==> src/rtl/tx_frame_serializer.sv <==
// Byte-to-bit serializer feeding the convolutional encoder: input FIFO, MSB-first shifting,
// and TAIL_BITS zero flush bits after every FRAME_BYTES bytes to terminate the trellis.
module tx_frame_serializer #(
    parameter int unsigned FIFO_DEPTH  = 4,
    parameter int unsigned FRAME_BYTES = 8,
    parameter int unsigned TAIL_BITS   = 2
) (
    input  logic                              clk,
    input  logic                              rst,
    input  logic [7:0]                        data_i,
    input  logic                              valid_i,
    output logic                              ready_o,
    output logic                              enc_bit_o,
    output logic                              enc_en_o,
    output logic                              frame_start_o,
    output logic                              frame_done_o,
    output logic                              busy_o,
    output logic [$clog2(FIFO_DEPTH+1)-1:0]   fifo_count_o
);

    localparam int unsigned PtrW  = $clog2(FIFO_DEPTH);
    localparam int unsigned CntW  = $clog2(FIFO_DEPTH + 1);
    localparam int unsigned ByteW = (FRAME_BYTES > 1) ? $clog2(FRAME_BYTES) : 1;
    localparam int unsigned TailW = (TAIL_BITS > 1) ? $clog2(TAIL_BITS) : 1;

    localparam logic [CntW-1:0]  FullCount = CntW'(FIFO_DEPTH);
    localparam logic [ByteW-1:0] LastByte  = ByteW'(FRAME_BYTES - 1);
    localparam logic [TailW-1:0] LastTail  = TailW'(TAIL_BITS - 1);

    typedef enum logic [1:0] {StIdle, StData, StTail} state_e;

    state_e             state_q;
    logic [7:0]         mem_q [FIFO_DEPTH];
    logic [PtrW-1:0]    wr_ptr_q;
    logic [PtrW-1:0]    rd_ptr_q;
    logic [CntW-1:0]    count_q;
    logic [7:0]         shift_q;
    logic [2:0]         bit_idx_q;
    logic [ByteW-1:0]   byte_ct_q;
    logic [TailW-1:0]   tail_ct_q;

    logic               push;
    logic               pop;
    logic               fifo_nonempty;
    logic [7:0]         head;

    assign fifo_nonempty = (count_q != '0);
    assign head          = mem_q[rd_ptr_q];
    assign ready_o       = (count_q < FullCount) && !rst;
    assign push          = valid_i && ready_o;
    assign fifo_count_o  = count_q;

    // A pop happens exactly on the edges where the FSM loads a new byte.
    always_comb begin
        pop = 1'b0;
        case (state_q)
            StIdle:  pop = fifo_nonempty;
            StData:  pop = fifo_nonempty && (bit_idx_q == 3'd7) && (byte_ct_q != LastByte);
            StTail:  pop = fifo_nonempty && (tail_ct_q == LastTail);
            default: pop = 1'b0;
        endcase
    end

    always_ff @(posedge clk) begin
        if (push) begin
            mem_q[wr_ptr_q] <= data_i;
        end
    end

    always_ff @(posedge clk) begin
        if (rst) begin
            wr_ptr_q <= '0;
            rd_ptr_q <= '0;
            count_q  <= '0;
        end else begin
            if (push) begin
                wr_ptr_q <= wr_ptr_q + PtrW'(1);
            end
            if (pop) begin
                rd_ptr_q <= rd_ptr_q + PtrW'(1);
            end
            if (push && !pop) begin
                count_q <= count_q + CntW'(1);
            end else if (!push && pop) begin
                count_q <= count_q - CntW'(1);
            end
        end
    end

    always_ff @(posedge clk) begin
        if (rst) begin
            state_q       <= StIdle;
            shift_q       <= '0;
            bit_idx_q     <= '0;
            byte_ct_q     <= '0;
            tail_ct_q     <= '0;
            enc_bit_o     <= 1'b0;
            enc_en_o      <= 1'b0;
            frame_start_o <= 1'b0;
            frame_done_o  <= 1'b0;
            busy_o        <= 1'b0;
        end else begin
            frame_start_o <= 1'b0;
            frame_done_o  <= 1'b0;
            case (state_q)
                StIdle: begin
                    enc_bit_o <= 1'b0;
                    enc_en_o  <= 1'b0;
                    busy_o    <= 1'b0;
                    if (pop) begin
                        state_q       <= StData;
                        shift_q       <= head;
                        enc_bit_o     <= head[7];
                        enc_en_o      <= 1'b1;
                        frame_start_o <= 1'b1;
                        busy_o        <= 1'b1;
                        byte_ct_q     <= '0;
                        bit_idx_q     <= '0;
                    end
                end
                StData: begin
                    if (bit_idx_q != 3'd7) begin
                        shift_q   <= {shift_q[6:0], 1'b0};
                        enc_bit_o <= shift_q[6];
                        enc_en_o  <= 1'b1;
                        bit_idx_q <= bit_idx_q + 3'd1;
                    end else if (byte_ct_q == LastByte) begin
                        state_q      <= StTail;
                        enc_bit_o    <= 1'b0;
                        enc_en_o     <= 1'b1;
                        tail_ct_q    <= '0;
                        frame_done_o <= (TAIL_BITS == 1);
                    end else if (pop) begin
                        shift_q   <= head;
                        enc_bit_o <= head[7];
                        enc_en_o  <= 1'b1;
                        byte_ct_q <= byte_ct_q + ByteW'(1);
                        bit_idx_q <= '0;
                    end else begin
                        // Underrun: hold position and resume on the next available byte.
                        enc_bit_o <= 1'b0;
                        enc_en_o  <= 1'b0;
                    end
                end
                StTail: begin
                    if (tail_ct_q != LastTail) begin
                        enc_bit_o    <= 1'b0;
                        enc_en_o     <= 1'b1;
                        tail_ct_q    <= tail_ct_q + TailW'(1);
                        frame_done_o <= ((tail_ct_q + TailW'(1)) == LastTail);
                    end else if (pop) begin
                        state_q       <= StData;
                        shift_q       <= head;
                        enc_bit_o     <= head[7];
                        enc_en_o      <= 1'b1;
                        frame_start_o <= 1'b1;
                        byte_ct_q     <= '0;
                        bit_idx_q     <= '0;
                    end else begin
                        state_q   <= StIdle;
                        enc_bit_o <= 1'b0;
                        enc_en_o  <= 1'b0;
                        busy_o    <= 1'b0;
                    end
                end
                default: begin
                    state_q  <= StIdle;
                    enc_en_o <= 1'b0;
                    busy_o   <= 1'b0;
                end
            endcase
        end
    end

endmodule
==> config.mk <==
export PLATFORM = sky130hd
export DESIGN_NAME = tx_frame_serializer
export DESIGN_NICKNAME = d
export VERILOG_FILES = /design/src/rtl/tx_frame_serializer.sv
export SDC_FILE = /design/constraint.sdc
export NUM_CORES = 1
export LEC_CHECK = 0
export BUFFER_PORTS_ARGS = -buffer_cell sky130_fd_sc_hd__buf_2
export CORE_ASPECT_RATIO = 0.9
export CORE_MARGIN = 2
export CORE_UTILIZATION = 40
export DETAILED_ROUTE_END_ITERATION = 8
export GPL_TIMING_DRIVEN = 0
export MAX_ROUTING_LAYER = met4
export PLACE_DENSITY = 0.65
export SLEW_MARGIN = 20
export SYNTH_ARGS = -nofsm -noshare
export SYNTH_HDL_FRONTEND = slang
export SYNTH_SLANG_ARGS = --single-unit
==> constraint.sdc <==
create_clock -name clk -period 2.5 [get_ports clk]
set_input_delay 0 -clock clk [delete_from_list [all_inputs] [get_ports clk]]
set_output_delay 0 -clock clk [all_outputs]
set_load 0.01 [all_outputs]
# --- Word-level counts from Yosys, hierarchy flattened ---
# Memory sizes are Yosys's and may differ from the RTL's. A register that Yosys moved wholly into a read port is not among the register bits.
# Index checks and enable logic that the tools add are counted.
# W data, S select, Z words.
classes:
  add_sub_neg: 7
  multipliers: 0
  div_mod_pow: 0
  order_cmp: 1
  n_eq_ne: 14
  shifts: 0
  n_mux: 48
  bitwise_logic: 2
  n_reduce_logical: 21
op_table:
  columns: ["operator", "n"]
  rows:
  - ["$mux W3", 11]
  - ["$mux W8", 4]
  - ["$pmux W8 S3", 1]
  - ["$pmux W3 S3", 2]
  - ["$mux W1", 17]
  - ["$ne A2 B2 Y1 const B", 7]
  - ["$mux W2", 6]
  - ["$pmux W1 S3", 4]
  - ["$add A3 B1 Y3 const B", 3]
  - ["$ne A3 B3 Y1 const B", 3]
  - ["$reduce_and A3 Y1", 3]
  - ["$logic_and A1 B1 Y1", 7]
  - ["$eq A3 B3 Y1 const B", 2]
  - ["$pmux W2 S3", 1]
  - ["$reduce_bool A3 Y1", 2]
  - ["$reduce_and A5 Y1", 1]
  - ["$add A2 B1 Y2 const B", 2]
  - ["$pmux W1 S2", 2]
  - ["$reduce_and A4 Y1", 1]
  - ["$reduce_bool A2 Y1", 2]
  - ["$logic_not A1 Y1", 3]
  - ["$lt A3 B3 Y1 const B", 1]
  - ["$reduce_or A3 Y1", 1]
  - ["$sub A3 B1 Y3 const B", 1]
  - ["5 further kinds", 6]
totals:
  reg_bits: 29
  latch_bits: 0
  ramBits: 32
  romBits: 0
  in_bits: 11
  out_inout_bits: 9
  mem_count: 1
memory_table:
  columns: ["name", "words", "width", "rd", "rd_clocked_by_memory_dff", "wr", "line", "source"]
  rows:
  - ["mem_q", 4, 8, 1, 1, 1, "33", "logic [7:0] mem_q [FIFO_DEPTH];"]

# --- Logic depth before layout (Yosys ltp) ---
logic_depth:
  depth_word: 8
  depth_mapped: 12
  mapped_depth_nobuf: 11

# --- Worst setup path after synthesis ---
# OpenSTA, ideal clock, no wires.
synth_path:
  kind: "register to register"
  from: "register state_q[0]"
  to: "register count_q[2], in the netlist fifo_count_o[2]"
  setup_ns: 0.071
  arrival_ns: 2.364
  required_time_ns: 2.429
  path_slack_ns: 0.066
  path_stages_with_launch: 13
  n_path_buf: 1
  synth_period_minus_slack_ns: 2.434
  cell_sequence: "dfxtp_1 -> inv_1 -> ha_1 -> clkbuf_2 -> a21oi_2 -> a211oi_2 -> inv_1 -> ha_1 -> inv_1 -> fa_1 -> xor2_1 -> or3_1 -> a21oi_1"
synth_between:
  elab_chain_cells: 5
  word_cells_on_any_way: 9
  cone_classes: "2 x eq/ne; 2 x mux; 5 x reduce/logical"
synth_lines:
  columns: ["item", "line", "source"]
  rows:
  - ["start: declaration", "32", "state_e state_q;"]
  - ["start signal: assignment", "92", "state_q <= StIdle;"]
  - ["start signal: assignment", "111", "state_q <= StData;"]
  - ["start signal: assignment", "128", "state_q <= StTail;"]
  - ["$eq A2 B2 Y1, or another cell as far along", "56", "case (state_q)"]
  - ["$pmux W1 S3 (*)", "56", null]
  - ["$logic_not A1 Y1", "82", "if (push && !pop) begin"]
  - ["$logic_and A1 B1 Y1", "82", null]
  - ["$mux W3 or $reduce_bool A2 Y1 (tied branches)", null, null]
  - ["end signal: assignment", "83", "count_q <= count_q + CntW'(1);"]
  - ["end signal: assignment", "85", "count_q <= count_q - CntW'(1);"]
  - ["end: declaration", "36", "logic [CntW-1:0] count_q;"]
# Mark *: on every way between the ends. The rest lies on a longest branch, timed or not.
# A chain may end at the register's enable or synchronous reset.

# --- Worst setup path in the final report ---
# Same ends and word-level chain as after synthesis.

==> reports/results.txt <==
Worst-Margin Slew -> 0.531 ns
total count of hold-check failures in the final report -> 0
highest metal layer with signal wires -> met4
cell count after placement -> 320
met2 WL post-DR -> 2.23 mm
Syn Nets -> 237
CTS tree -> done
Clk pin slew, worst setup/hold paths -> 0.07 ns
Placement Rows -> 28
vias post-DR -> 1751
Die Width -> 91.6 um
max-slew violation count -> 0
top cells by area in the synthesized netlist -> sky130_fd_sc_hd__edfxtp_1 35%, sky130_fd_sc_hd__dfxtp_1 22%, sky130_fd_sc_hd__mux4_2 6.5%
area used by multi-input combinational logic -> 0.00115 mm^2
fraction of synthesized cell area taken by the top area cell type -> 34.8%
CP max FO -> 7
non-filler instance count after layout -> 346
largest net degree at the start of global routing -> 14
number of I/O port buffers -> 19
cell count after synthesis -> 211
post-detailed-placement cell area -> 0.00297 mm^2
headroom to the max-slew limit -> 64.4%
delay-heaviest family, CP -> adder cells
number of fillers in the final layout -> 588
max-capacitance violation count -> 0
final hold slack -> 0.244 ns
residual antenna-violating net count after detailed routing -> 0
most instantiated flip-flop cell in the synthesis netlist -> sky130_fd_sc_hd__edfxtp_1
number of antenna violations at the first check in global routing -> 0
total number of H-tree levels -> 3
area growth from synthesis to final layout -> 21.0%
HPWL Detailed -> 3.22 mm
Diodes inserted -> 0
routability cong. -> 0.774
outcome -> completed
cell at the root of the clock tree -> sky130_fd_sc_hd__clkbuf_8
Max Clock Freq -> 0.433 GHz
aggregate global-route resource usage -> 14.3%
Synth Warn # -> 0
DRC violation count after routing -> 0
Core Box Area -> 0.00662 mm^2
post-layout instance area -> 0.00334 mm^2
clock skew after layout -> 0.00613 ns
Skew-Pair Late Insertion Delay -> 0.34 ns
Final period util -> 92.4%
power density over the cells -> 1050 mW/mm^2
Avg WL per Cell -> 13.9 um
total gr overflow -> 0
type of the setup path with the least slack -> reg2reg
number of top-level pins -> 20
detailed-route vias per instance -> 5.06
R2R depth -> 11
Num Clock Sinks -> 62
startpoint class of the critical path -> register
Seq/Total Area, Yosys -> 56.6%
cell type with the highest aggregate area in the netlist -> sky130_fd_sc_hd__edfxtp_1
number of stages on the worst setup path -> 11
final net count -> 277
proportion of synthesized flip-flops having asynchronous set or reset -> 0%
classification of the worst-slack hold path -> in2reg
number of iterations in the first detailed-routing pass -> 4
effective utilization at floorplan -> 41.7%
critical path cell sequence -> inv_1, ha_4, a21oi_4, a211oi_4, inv_1, ha_1, inv_1, fa_1, xor2_1, or3_1, a21oi_1
most used cell, CP -> sky130_fd_sc_hd__inv_1
total die area -> 0.00758 mm^2
delay of the slowest critical-path stage -> 0.37 ns
Worst Path Arrival -> 2.58 ns
peak ir drop on the vdd network -> 0.000426 V
reg-to-reg slack, setup -> 0.19 ns
first-pass GRT wire length -> 8.04 mm
Vert. Die Dim -> 82.8 um
number of distinct library cells after synthesis -> 52
leakage component of the power -> 0.00126 uW
buffer and inverter count on the worst path -> 3
CP Capture Type -> register
vias in the first global route -> 1684
met1 wire length -> 2.31 mm
Power Total -> 3500 uW
required arrival time at the worst endpoint -> 2.77 ns
Mapped Area -> 0.00276 mm^2
shortest period the worst path allows -> 2.31 ns
DRC violation total after the first TritonRoute iteration -> 59
Seq cells post-synth -> 62
proportion of layout cells with a drive suffix above 1 -> 27.7%
total wire length after detailed routing -> 4.80 mm
mean area per synthesized cell -> 13.1 um^2
setup TNS -> 0 ns
metal3 WL -> 181 um
commonest cells in the netlist -> 32 x sky130_fd_sc_hd__edfxtp_1, 30 x sky130_fd_sc_hd__dfxtp_1, 16 x sky130_fd_sc_hd__nor2_1
CP max stage cell -> sky130_fd_sc_hd__dfxtp_4
total area of sequential cells -> 0.00157 mm^2
Post-synth EDFFs -> 32
number of cells traversed by the worst hold path -> 4
number of buffers on the longest clock path -> 2
CTS Buf Count -> 9
number of setup violations in the final report -> 0
most numerous cell in the Yosys netlist -> sky130_fd_sc_hd__edfxtp_1
## tightest hold or removal path, delay by kind of cell
family	cells	cell delay, ns
buf+inv	2	0.31
simple gates	1	0.12
compound gates	1	0.11
## cells in the final DEF, fill, tap and decap left out, types with 3 or more instances in the layout
| cell | synthesis | routed |
|---|---|---|
| sky130_fd_sc_hd__ha_1 | 14 | 9 |
| sky130_fd_sc_hd__ha_2 | 0 | 3 |
| sky130_fd_sc_hd__and3_1 | 4 | 4 |
| sky130_fd_sc_hd__nand2b_1 | 3 | 3 |
| sky130_fd_sc_hd__a21oi_1 | 15 | 15 |
| sky130_fd_sc_hd__edfxtp_1 | 32 | 32 |
| sky130_fd_sc_hd__nor2_1 | 16 | 15 |
| sky130_fd_sc_hd__mux2i_1 | 3 | 3 |
| sky130_fd_sc_hd__buf_4 | 1 | 4 |
| sky130_fd_sc_hd__nand2_1 | 5 | 5 |
| sky130_fd_sc_hd__inv_1 | 13 | 13 |
| sky130_fd_sc_hd__dlygate4sd3_1 | 0 | 9 |
| sky130_fd_sc_hd__nor3_1 | 4 | 4 |
| sky130_fd_sc_hd__mux4_2 | 8 | 8 |
| sky130_fd_sc_hd__clkinv_4 | 0 | 4 |
| sky130_fd_sc_hd__buf_2 | 1 | 20 |
| sky130_fd_sc_hd__clkbuf_8 | 0 | 9 |
| sky130_fd_sc_hd__nand3b_1 | 3 | 3 |
| sky130_fd_sc_hd__clkbuf_1 | 6 | 6 |
| sky130_fd_sc_hd__dfxtp_1 | 30 | 28 |
| sky130_fd_sc_hd__o221a_2 | 5 | 5 |
| sky130_fd_sc_hd__o21ai_0 | 6 | 6 |
## stage by stage
| stage | utilization, % | setup slack (ns) |
|---|---|---|
| after floorplan | - | 0.0659 |
| after global placement | 44.8 | -0.117 |
| after detailed placement | 44.8 | -0.153 |
| after CTS | 49.7 | 0.0249 |
| after global routing | 50.4 | -0.00154 |
| final | 50.4 | 0.190 |
## sequential cells by signal (all words and copies together) (netlist names), named ones only
name / count
rd_ptr_q: 2
byte_ct_q: 3
tail_ct_q: 1
enc_en_o: 1
fifo_count_o: 3
mem_q: 32
frame_done_o: 1
busy_o: 1
enc_bit_o: 1
state_q: 2
wr_ptr_q: 2
shift_q: 7
bit_idx_q: 3
frame_start_o: 1
## routing by layer
metal | vias up | track usage, %
li1 | 869 | -
met1 | 844 | 17.7
met2 | 29 | 21.3
met3 | 9 | 4.63
met4 | 0 | 6.61
met5 | - | -
## cell families after synthesis
family	count (synthesis)	share of synthesized area, %
AOI/OAI and AO/OA	42	11.8
xor gates and xnor gates	4	1.27
adders and majority gates	15	7.07
buffers and inverters	24	3.76
DFF	62	56.6
muxes	11	7.62
and+or+nand+nor	53	11.9
## path summary, 6_finish.rpt
kind                                 start               to
worst max-delay path            state_q[0]  fifo_count_o[2]
worst min-delay path               valid_i      wr_ptr_q[1]
worst max register to register  state_q[0]  fifo_count_o[2]
worst min register to register      busy_o           busy_o
## layout make-up
class / instances / share of cell area [%]
Multi-Input combinational cell: 125 / 34.4
Clock buffer: 9 / 3.71
Tap cell: 90 / 3.37
Timing Repair Buffer: 31 / 6.22
Sequential cell: 62 / 46.9
Clock inverter: 7 / 2.51
Buffer: 9 / 1.39
Inverter: 13 / 1.46
## repair_timing
action | in CTS | in global routing
hold buffers | 9 | 0
endpoints found under the setup margin | 2 | 2
endpoints found under the hold margin | 35 | 0
buffers inserted | 1 | 2
gates resized for setup | 4 | 10
pin swaps | 1 | 3
## report_power, final
part	leakage, uW	internal, uW	switching (uW)
Clock	0.000102	473	416
Sequential	0.000537	1240	107
Combinational	0.000621	612	648
Total	0.00126	2330	1170
(Power assumes the default switching activity.)
